$ cat config.mk
export PLATFORM = sky130hd
export DESIGN_NAME = ilv_bit_interleaver
export DESIGN_NICKNAME = d
export VERILOG_FILES = /design/src/rtl/ilv_bit_interleaver.sv
export SDC_FILE = /design/constraint.sdc
export NUM_CORES = 1
export LEC_CHECK = 0
export BUFFER_PORTS_ARGS = -buffer_cell sky130_fd_sc_hd__clkbuf_2
export CAP_MARGIN = 10
export CELL_PAD_IN_SITES_DETAIL_PLACEMENT = 1
export CELL_PAD_IN_SITES_GLOBAL_PLACEMENT = 1
export CORE_MARGIN = 2
export CORE_UTILIZATION = 30
export DETAILED_ROUTE_END_ITERATION = 7
export PLACE_DENSITY = 0.56
export SLEW_MARGIN = 5
export SYNTH_ARGS = -nofsm -noshare
export SYNTH_HDL_FRONTEND = slang
export SYNTH_SLANG_ARGS = --single-unit
$ cat constraint.sdc
create_clock -name cb_clk -period 4 [get_ports cb_clk]
set_clock_uncertainty 0.2 [all_clocks]
set_input_delay 0.2 -clock cb_clk [delete_from_list [all_inputs] [get_ports cb_clk]]
set_output_delay 0.2 -clock cb_clk [all_outputs]
set_load 0.01 [all_outputs]
$ cat src/rtl/ilv_bit_interleaver.sv
// Ping-pong block bit interleaver between the puncturer and the QAM mapper.
// Build option: define ILV_SECOND_PERM_EN to enable the second (s-based) permutation; otherwise j = i.
module ilv_bit_interleaver #(
    parameter int BANK_DEPTH = 288
) (
    input  logic       cb_clk,
    input  logic       rst_n,
    input  logic       tx_clr,
    input  logic [1:0] map_type,
    input  logic       ilv_din,
    input  logic       ilv_en,
    output logic       ilv_dout,
    output logic       ilv_vld,
    output logic [1:0] ilv_map_type,
    output logic       ilv_last,
    output logic       ilv_ovf
);

    typedef enum logic [1:0] {
        BANK_FREE    = 2'b00,
        BANK_FULL    = 2'b01,
        BANK_READING = 2'b10
    } bank_state_t;

    // NCBPS/16: number of rows in the 16-column write matrix.
    function automatic logic [4:0] rows_of(input logic [1:0] mt);
        logic [4:0] r;
        case (mt)
            2'b00:   r = 5'd3;
            2'b01:   r = 5'd6;
            2'b10:   r = 5'd12;
            default: r = 5'd18;
        endcase
        return r;
    endfunction

    function automatic logic [8:0] ncbps_of(input logic [1:0] mt);
        logic [8:0] n;
        case (mt)
            2'b00:   n = 9'd48;
            2'b01:   n = 9'd96;
            2'b10:   n = 9'd192;
            default: n = 9'd288;
        endcase
        return n;
    endfunction

`ifdef ILV_SECOND_PERM_EN
    // (a - b) mod 3 for residues a, b in 0..2.
    function automatic logic [1:0] mod3_sub(input logic [1:0] a, input logic [1:0] b);
        logic [1:0] d;
        case ({a, b})
            4'b0000, 4'b0101, 4'b1010: d = 2'd0;
            4'b0100, 4'b1001, 4'b0010: d = 2'd1;
            4'b1000, 4'b0001, 4'b0110: d = 2'd2;
            default:                   d = 2'd0;
        endcase
        return d;
    endfunction
`endif

    bank_state_t          bank_st_r [2];
    bank_state_t          bank_st_s [2];
    logic [1:0]           bank_map_r [2];
    logic [BANK_DEPTH-1:0] bank_mem_r [2];

    logic       wr_bank_r;
    logic [1:0] wr_map_r;
    logic [3:0] col_r;
    logic [4:0] row_r;
    logic [8:0] i_r;
`ifdef ILV_SECOND_PERM_EN
    logic [1:0] row_mod3_r;
    logic [1:0] col_mod3_r;
`endif

    logic       rd_busy_r;
    logic       rd_bank_r;
    logic [8:0] rd_addr_r;

    logic       k_zero_s;
    logic [1:0] eff_map_s;
    logic [4:0] rows_s;
    logic       wr_avail_s;
    logic       accept_s;
    logic       drop_s;
    logic       wr_last_s;
    logic [8:0] wr_addr_s;
    logic       rd_start_s;
    logic       issue_s;
    logic [8:0] rd_cur_addr_s;
    logic       rd_final_s;
    logic       rd_bit_s;

    // At k = 0 the incoming map_type applies; afterwards the latched one does.
    assign k_zero_s   = (col_r == 4'd0) && (row_r == 5'd0);
    assign eff_map_s  = k_zero_s ? map_type : wr_map_r;
    assign rows_s     = rows_of(eff_map_s);
    assign wr_avail_s = (bank_st_r[wr_bank_r] == BANK_FREE);
    assign accept_s   = ilv_en && wr_avail_s && !tx_clr;
    assign drop_s     = ilv_en && !wr_avail_s && !tx_clr;
    assign wr_last_s  = (col_r == 4'd15) && (row_r == (rows_s - 5'd1));

    // Write address: i = rows*col + row; floor(16*i/NCBPS) equals col, so no divider is needed.
    always_comb begin
        wr_addr_s = i_r;
`ifdef ILV_SECOND_PERM_EN
        case (eff_map_s)
            2'b10:   wr_addr_s = {i_r[8:1], i_r[0] ^ col_r[0]};
            2'b11:   wr_addr_s = i_r - {7'd0, row_mod3_r} + {7'd0, mod3_sub(row_mod3_r, col_mod3_r)};
            default: wr_addr_s = i_r;
        endcase
`endif
    end

    // Write-side index counters, bank pointer and map_type latch.
    always_ff @(posedge cb_clk or negedge rst_n) begin
        if (!rst_n) begin
            wr_bank_r <= 1'b0;
            wr_map_r  <= 2'b00;
            col_r     <= 4'd0;
            row_r     <= 5'd0;
            i_r       <= 9'd0;
        end else if (tx_clr) begin
            wr_bank_r <= 1'b0;
            wr_map_r  <= 2'b00;
            col_r     <= 4'd0;
            row_r     <= 5'd0;
            i_r       <= 9'd0;
        end else if (accept_s) begin
            if (k_zero_s) begin
                wr_map_r <= map_type;
            end
            if (wr_last_s) begin
                wr_bank_r <= ~wr_bank_r;
                col_r     <= 4'd0;
                row_r     <= 5'd0;
                i_r       <= 9'd0;
            end else if (col_r == 4'd15) begin
                col_r <= 4'd0;
                row_r <= row_r + 5'd1;
                i_r   <= {4'd0, row_r} + 9'd1;
            end else begin
                col_r <= col_r + 4'd1;
                i_r   <= i_r + {4'd0, rows_s};
            end
        end
    end

`ifdef ILV_SECOND_PERM_EN
    // Residues mod 3 of row and col; rows is a multiple of 3 for 64-QAM so i mod 3 == row mod 3.
    always_ff @(posedge cb_clk or negedge rst_n) begin
        if (!rst_n) begin
            row_mod3_r <= 2'd0;
            col_mod3_r <= 2'd0;
        end else if (tx_clr) begin
            row_mod3_r <= 2'd0;
            col_mod3_r <= 2'd0;
        end else if (accept_s) begin
            if (wr_last_s) begin
                row_mod3_r <= 2'd0;
                col_mod3_r <= 2'd0;
            end else if (col_r == 4'd15) begin
                col_mod3_r <= 2'd0;
                row_mod3_r <= (row_mod3_r == 2'd2) ? 2'd0 : row_mod3_r + 2'd1;
            end else begin
                col_mod3_r <= (col_mod3_r == 2'd2) ? 2'd0 : col_mod3_r + 2'd1;
            end
        end
    end
`endif

    // Bank storage; contents need no reset.
    always_ff @(posedge cb_clk) begin
        if (accept_s) begin
            bank_mem_r[wr_bank_r][wr_addr_s] <= ilv_din;
        end
    end

    // Read engine start: a FULL bank begins as soon as no read is in progress.
    always_comb begin
        rd_start_s    = 1'b0;
        rd_cur_addr_s = 9'd0;
        if (rd_busy_r) begin
            rd_cur_addr_s = rd_addr_r;
        end else if (bank_st_r[rd_bank_r] == BANK_FULL) begin
            rd_start_s = 1'b1;
        end else begin
            rd_start_s = 1'b0;
        end
    end

    assign issue_s    = rd_busy_r || rd_start_s;
    assign rd_final_s = issue_s && (rd_cur_addr_s == (ncbps_of(bank_map_r[rd_bank_r]) - 9'd1));
    assign rd_bit_s   = bank_mem_r[rd_bank_r][rd_cur_addr_s];

    // Per-bank next state; fill, start and drain events never coincide on one bank.
    always_comb begin
        for (int b = 0; b < 2; b++) begin
            bank_st_s[b] = bank_st_r[b];
            if (accept_s && wr_last_s && (wr_bank_r == 1'(b))) begin
                bank_st_s[b] = BANK_FULL;
            end else if (rd_start_s && (rd_bank_r == 1'(b))) begin
                bank_st_s[b] = BANK_READING;
            end else if (rd_final_s && (rd_bank_r == 1'(b))) begin
                bank_st_s[b] = BANK_FREE;
            end else begin
                bank_st_s[b] = bank_st_r[b];
            end
        end
    end

    // Bank state and per-bank modulation registers.
    always_ff @(posedge cb_clk or negedge rst_n) begin
        if (!rst_n) begin
            bank_st_r[0]  <= BANK_FREE;
            bank_st_r[1]  <= BANK_FREE;
            bank_map_r[0] <= 2'b00;
            bank_map_r[1] <= 2'b00;
        end else if (tx_clr) begin
            bank_st_r[0]  <= BANK_FREE;
            bank_st_r[1]  <= BANK_FREE;
            bank_map_r[0] <= 2'b00;
            bank_map_r[1] <= 2'b00;
        end else begin
            bank_st_r <= bank_st_s;
            if (accept_s && wr_last_s) begin
                bank_map_r[wr_bank_r] <= wr_map_r;
            end
        end
    end

    // Read address counter; banks are drained in the same alternating order they are filled.
    always_ff @(posedge cb_clk or negedge rst_n) begin
        if (!rst_n) begin
            rd_busy_r <= 1'b0;
            rd_bank_r <= 1'b0;
            rd_addr_r <= 9'd0;
        end else if (tx_clr) begin
            rd_busy_r <= 1'b0;
            rd_bank_r <= 1'b0;
            rd_addr_r <= 9'd0;
        end else if (issue_s) begin
            if (rd_final_s) begin
                rd_busy_r <= 1'b0;
                rd_bank_r <= ~rd_bank_r;
                rd_addr_r <= 9'd0;
            end else begin
                rd_busy_r <= 1'b1;
                rd_addr_r <= rd_cur_addr_s + 9'd1;
            end
        end
    end

    // Registered outputs toward the mapper.
    always_ff @(posedge cb_clk or negedge rst_n) begin
        if (!rst_n) begin
            ilv_dout     <= 1'b0;
            ilv_vld      <= 1'b0;
            ilv_last     <= 1'b0;
            ilv_ovf      <= 1'b0;
            ilv_map_type <= 2'b00;
        end else if (tx_clr) begin
            ilv_dout     <= 1'b0;
            ilv_vld      <= 1'b0;
            ilv_last     <= 1'b0;
            ilv_ovf      <= 1'b0;
            ilv_map_type <= 2'b00;
        end else begin
            ilv_dout <= issue_s && rd_bit_s;
            ilv_vld  <= issue_s;
            ilv_last <= rd_final_s;
            ilv_ovf  <= drop_s;
            if (issue_s) begin
                ilv_map_type <= bank_map_r[rd_bank_r];
            end
        end
    end

endmodule

==> flow_summary.json <==
{
  "cp_max_fo": 6,
  "grt_start_max_net_pins": 153,
  "grt_pass1_wl_mm": 137,
  "clock_path_buffers": 3,
  "syn-instance-count": 2354,
  "grt.total_usage": 0.188,
  "boundaryPins": 13,
  "rsz0062_at_grt": "no",
  "syn_to_final_growth_pct": 14.1,
  "vias": 19500,
  "slew_violations": 0,
  "placedCellCount": 3529,
  "fin_setup_tns_ns": 0,
  "syn-num-nets": 2378,
  "hold_slack_ns": 0.0281,
  "seq_area_sq_um": 18500,
  "overflow": 0,
  "p_leak_nw": 9.71,
  "post-dp-hpwl_mm": 56.0,
  "status": "finished clean",
  "vdd_drop_max_v": 0.000266,
  "path_class": "flop to flop",
  "yosys_warnings": 0,
  "slew_headroom": 0.173,
  "clk_pin_slew_ns": 0.06,
  "die_w_um": 312,
  "reg2reg_slack_ns": 0.35,
  "synth_edf_count": 576,
  "coreArea_sq_um": 93600,
  "fmax_mhz": 274,
  "clkSinkCount": 622,
  "path_buf_inv": 3,
  "synth-main-ff-cell": "edfxtp_1",
  "arrival_ns": 3.95,
  "grt_pass1_vias": 20400,
  "fin_cells": 3667,
  "route.detailed.drc": 0,
  "reg2reg_from": "row_r[1]",
  "cts_tree": "done",
  "drt-initial-drc-count": 1706,
  "fin_util": 0.346,
  "critPathMaxStageDelay_ns": 0.41,
  "setup.worst_path.end_class": "flop",
  "crit_path_top_delay_cell": "dfrtp_1",
  "fillers": 10200,
  "initial_core_util": 0.303,
  "report.final.hold_viol_count": 0,
  "die_area_sq_um": 97100,
  "htreeDepth": 3,
  "antenna_cells": 0,
  "dr.pass1.iters": 5,
  "hold_class": "primary input to async pin",
  "multiInputGateArea_sq_um": 8970,
  "synthDistinctLibCells": 73,
  "synth_area_per_cell_sq_um": 12.1,
  "yosysSeqAreaShare": 0.650,
  "synth.cell_area_sq_um": 28400,
  "p_per_area_nw_per_um2": 434,
  "worst_pin_slew_ns": 1.24,
  "worstSkewPairLatency_ns": 0.62,
  "wl_mm": 92.1,
  "antenna_found_initial": 1,
  "path_delay_family": "adder cells",
  "required_ns": 4.29,
  "finalSetupViolCount": 0,
  "cts_buffers": 73,
  "drive_above_1_share": 0.121,
  "io_buffers": 12,
  "cts_root_buffer": "clkbuf_16",
  "drv_cap": 0,
  "via_per_inst": 5.33,
  "fin_nets": 2381,
  "fin_crit_sh": 0.913,
  "postSynth.asyncResetShare": 0.0740,
  "detail_route.wl_per_cell_um": 25.1,
  "rows": 112,
  "dieHeight_um": 312,
  "start_kind": "flop",
  "postRouteAntennaNets": 0,
  "fin_crit_ns": 3.65,
  "yosys_register_bits": 622,
  "path_cells": "inv_1 > ha_1 > nor4b_1 > nand3_1 > mux2i_2 > inv_1 > ha_1 > ha_1 > a21o_1 > a21oi_1 > inv_1 > a21oi_1 > nor3_1 > nand3_1 > xor2_1 > nor2_1",
  "crit_start": "row_r[1]",
  "gp_congestion": 0.804
}
[cell type report]
| type | instances | share of cell area |
|---|---|---|
| sequential | 622 | 0.570 |
| multi-input combinational | 1513 | 0.277 |
| clock buffer | 92 | 0.0602 |
| tap | 1254 | 0.0485 |
| timing repair buffer | 128 | 0.0338 |
| clock inverter | 39 | 0.00811 |
| inverter | 19 | 0.00228 |
[cells in the mapped netlist, drive strengths merged, types with 3 or more instances]
cell type  count  share of area
a221oi        11         0.0034
a2111oi       10         0.0033
a22o           3        0.00093
or3            4        0.00088
a311oi         6         0.0019
buf           68          0.015
clkbuf       132          0.017
and3b          8         0.0025
o21ai         54         0.0095
o22ai         48          0.011
a21oi         46         0.0081
o31ai          4         0.0011
nor3          22         0.0041
a21o           5         0.0013
nand4         11         0.0024
mux2           9         0.0036
a32oi          5         0.0015
o221ai        19         0.0059
nand2        178          0.024
o32ai          6         0.0019
and3          20         0.0044
nand2b         5         0.0011
nor2b          8         0.0018
ha            16         0.0071
nor3b          5         0.0013
nor4b          3        0.00093
o211ai        19         0.0052
edfxtp       576           0.61
a221o          3         0.0011
a211oi        15         0.0040
inv           19         0.0026
mux4          46          0.036
o2111ai        6         0.0019
and2           7         0.0015
xor2           9         0.0028
nor2         646          0.085
a31oi         10         0.0022
dfrtp         46          0.041
o22a          34          0.010
nor4          11         0.0030
xnor2          9         0.0028
a22oi         26         0.0069
mux2i         95          0.034
nand3         52         0.0092
[where the power goes]
group          total [W]  switching, W  internal, W  leakage, nW
clock            0.00632       0.00268      0.00364         1.09
sequential       0.00716     0.0000342      0.00712         5.80
combinational   0.000560      0.000437     0.000124         2.82
total             0.0140       0.00315       0.0109         9.71
[path summary, 6_finish.rpt]
check	cells after the start	endpoint
setup / recovery	16	i_r[8]
hold / removal	3	col_r[0]
setup reg to reg	16	i_r[8]
hold reg to reg	2	bank_map_r[2]
max in group asynchronous	3	rd_busy_r
min in group cb_clk	2	bank_map_r[2]
[metal layers]
metal	vias up	routed length [um]	global-route usage
met4	0	2470	0.0511
met2	490	44500	0.318
met1	10300	41000	0.255
met5	-	0	0
met3	142	4120	0.0245
li1	8625	-	-
[metrics by stage]
step | power (W) | instance area [sq um] | setup slack, ns
4_1_cts | 0.0142 | 32400 | 0.332
2_1_floorplan | 0.00753 | 28400 | 0.701
6_report | 0.0140 | 32400 | 0.349
3_5_place_dp | 0.00785 | 30100 | 0.368
3_3_place_gp | 0.00783 | 30100 | 0.332
5_1_grt | 0.0144 | 32400 | 0.0448
[layout by cell type (no fill, tap or decap), types with 7 or more instances in the layout]
cell type,synthesis,routed
nor2_1,646,646
edfxtp_1,576,576
nand2_1,177,177
buf_4,19,98
mux2i_1,94,94
clkbuf_16,0,75
nand3_1,52,52
o21ai_0,49,49
o22ai_1,48,48
a21oi_1,46,46
mux4_2,46,46
dfrtp_1,46,42
o22a_1,34,34
a22oi_1,26,26
nor3_1,21,21
and3_1,20,19
o221ai_1,19,19
o211ai_1,18,18
clkinv_1,0,17
inv_1,16,16
ha_1,16,16
clkbuf_1,132,16
a211oi_1,15,15
clkinv_2,0,15
a221oi_1,11,11
nand4_1,11,11
clkbuf_2,0,11
buf_12,0,11
nor4_1,10,10
a31oi_1,10,10
mux2_2,9,9
a2111oi_0,9,9
xnor2_1,9,9
xor2_1,9,9
nor2b_1,8,8
and2_1,7,7
and3b_1,8,7
dlygate4sd3_1,0,7
[logic make-up after synthesis]
kind of cell,after synthesis,synth area share
compound gates,344,0.0855
xor+xnor,18,0.00555
fa+ha+maj,17,0.00776
buf+inv,219,0.0346
flops,622,0.650
mux,150,0.0737
simple gates,984,0.143
[repair_timing]
action | in CTS | in global routing
endpoints found under the setup margin | 0 | 0
hold buffers | 7 | 0
gates resized for setup | 0 | 0
hold endpoints to repair | 176 | 0
setup buffers | 0 | 0
[flip-flops by register name, indices dropped and copies added (netlist names)]
signal / flops
bank_map_r: 4
bank_mem_r: 576
bank_st_r: 4
col_r: 4
i_r: 9
ilv_dout: 1
ilv_last: 1
ilv_map_type: 2
ilv_ovf: 1
ilv_vld: 1
rd_addr_r: 9
rd_bank_r: 1
rd_busy_r: 1
row_r: 5
wr_bank_r: 1
wr_map_r: 2
[worst reg2reg max path: cells and delay by family (launching register included)]
family	cells	cell delay (ns)
and+or+nand+nor	5	0.66
buffers and inverters	3	0.35
xor gates and xnor gates	1	0.15
adders and majority gates	3	0.80
AOI/OAI and AO/OA	3	0.55
DFF	1	0.41
muxes	1	0.40
Note: power is estimated with default switching activity, not from simulation.
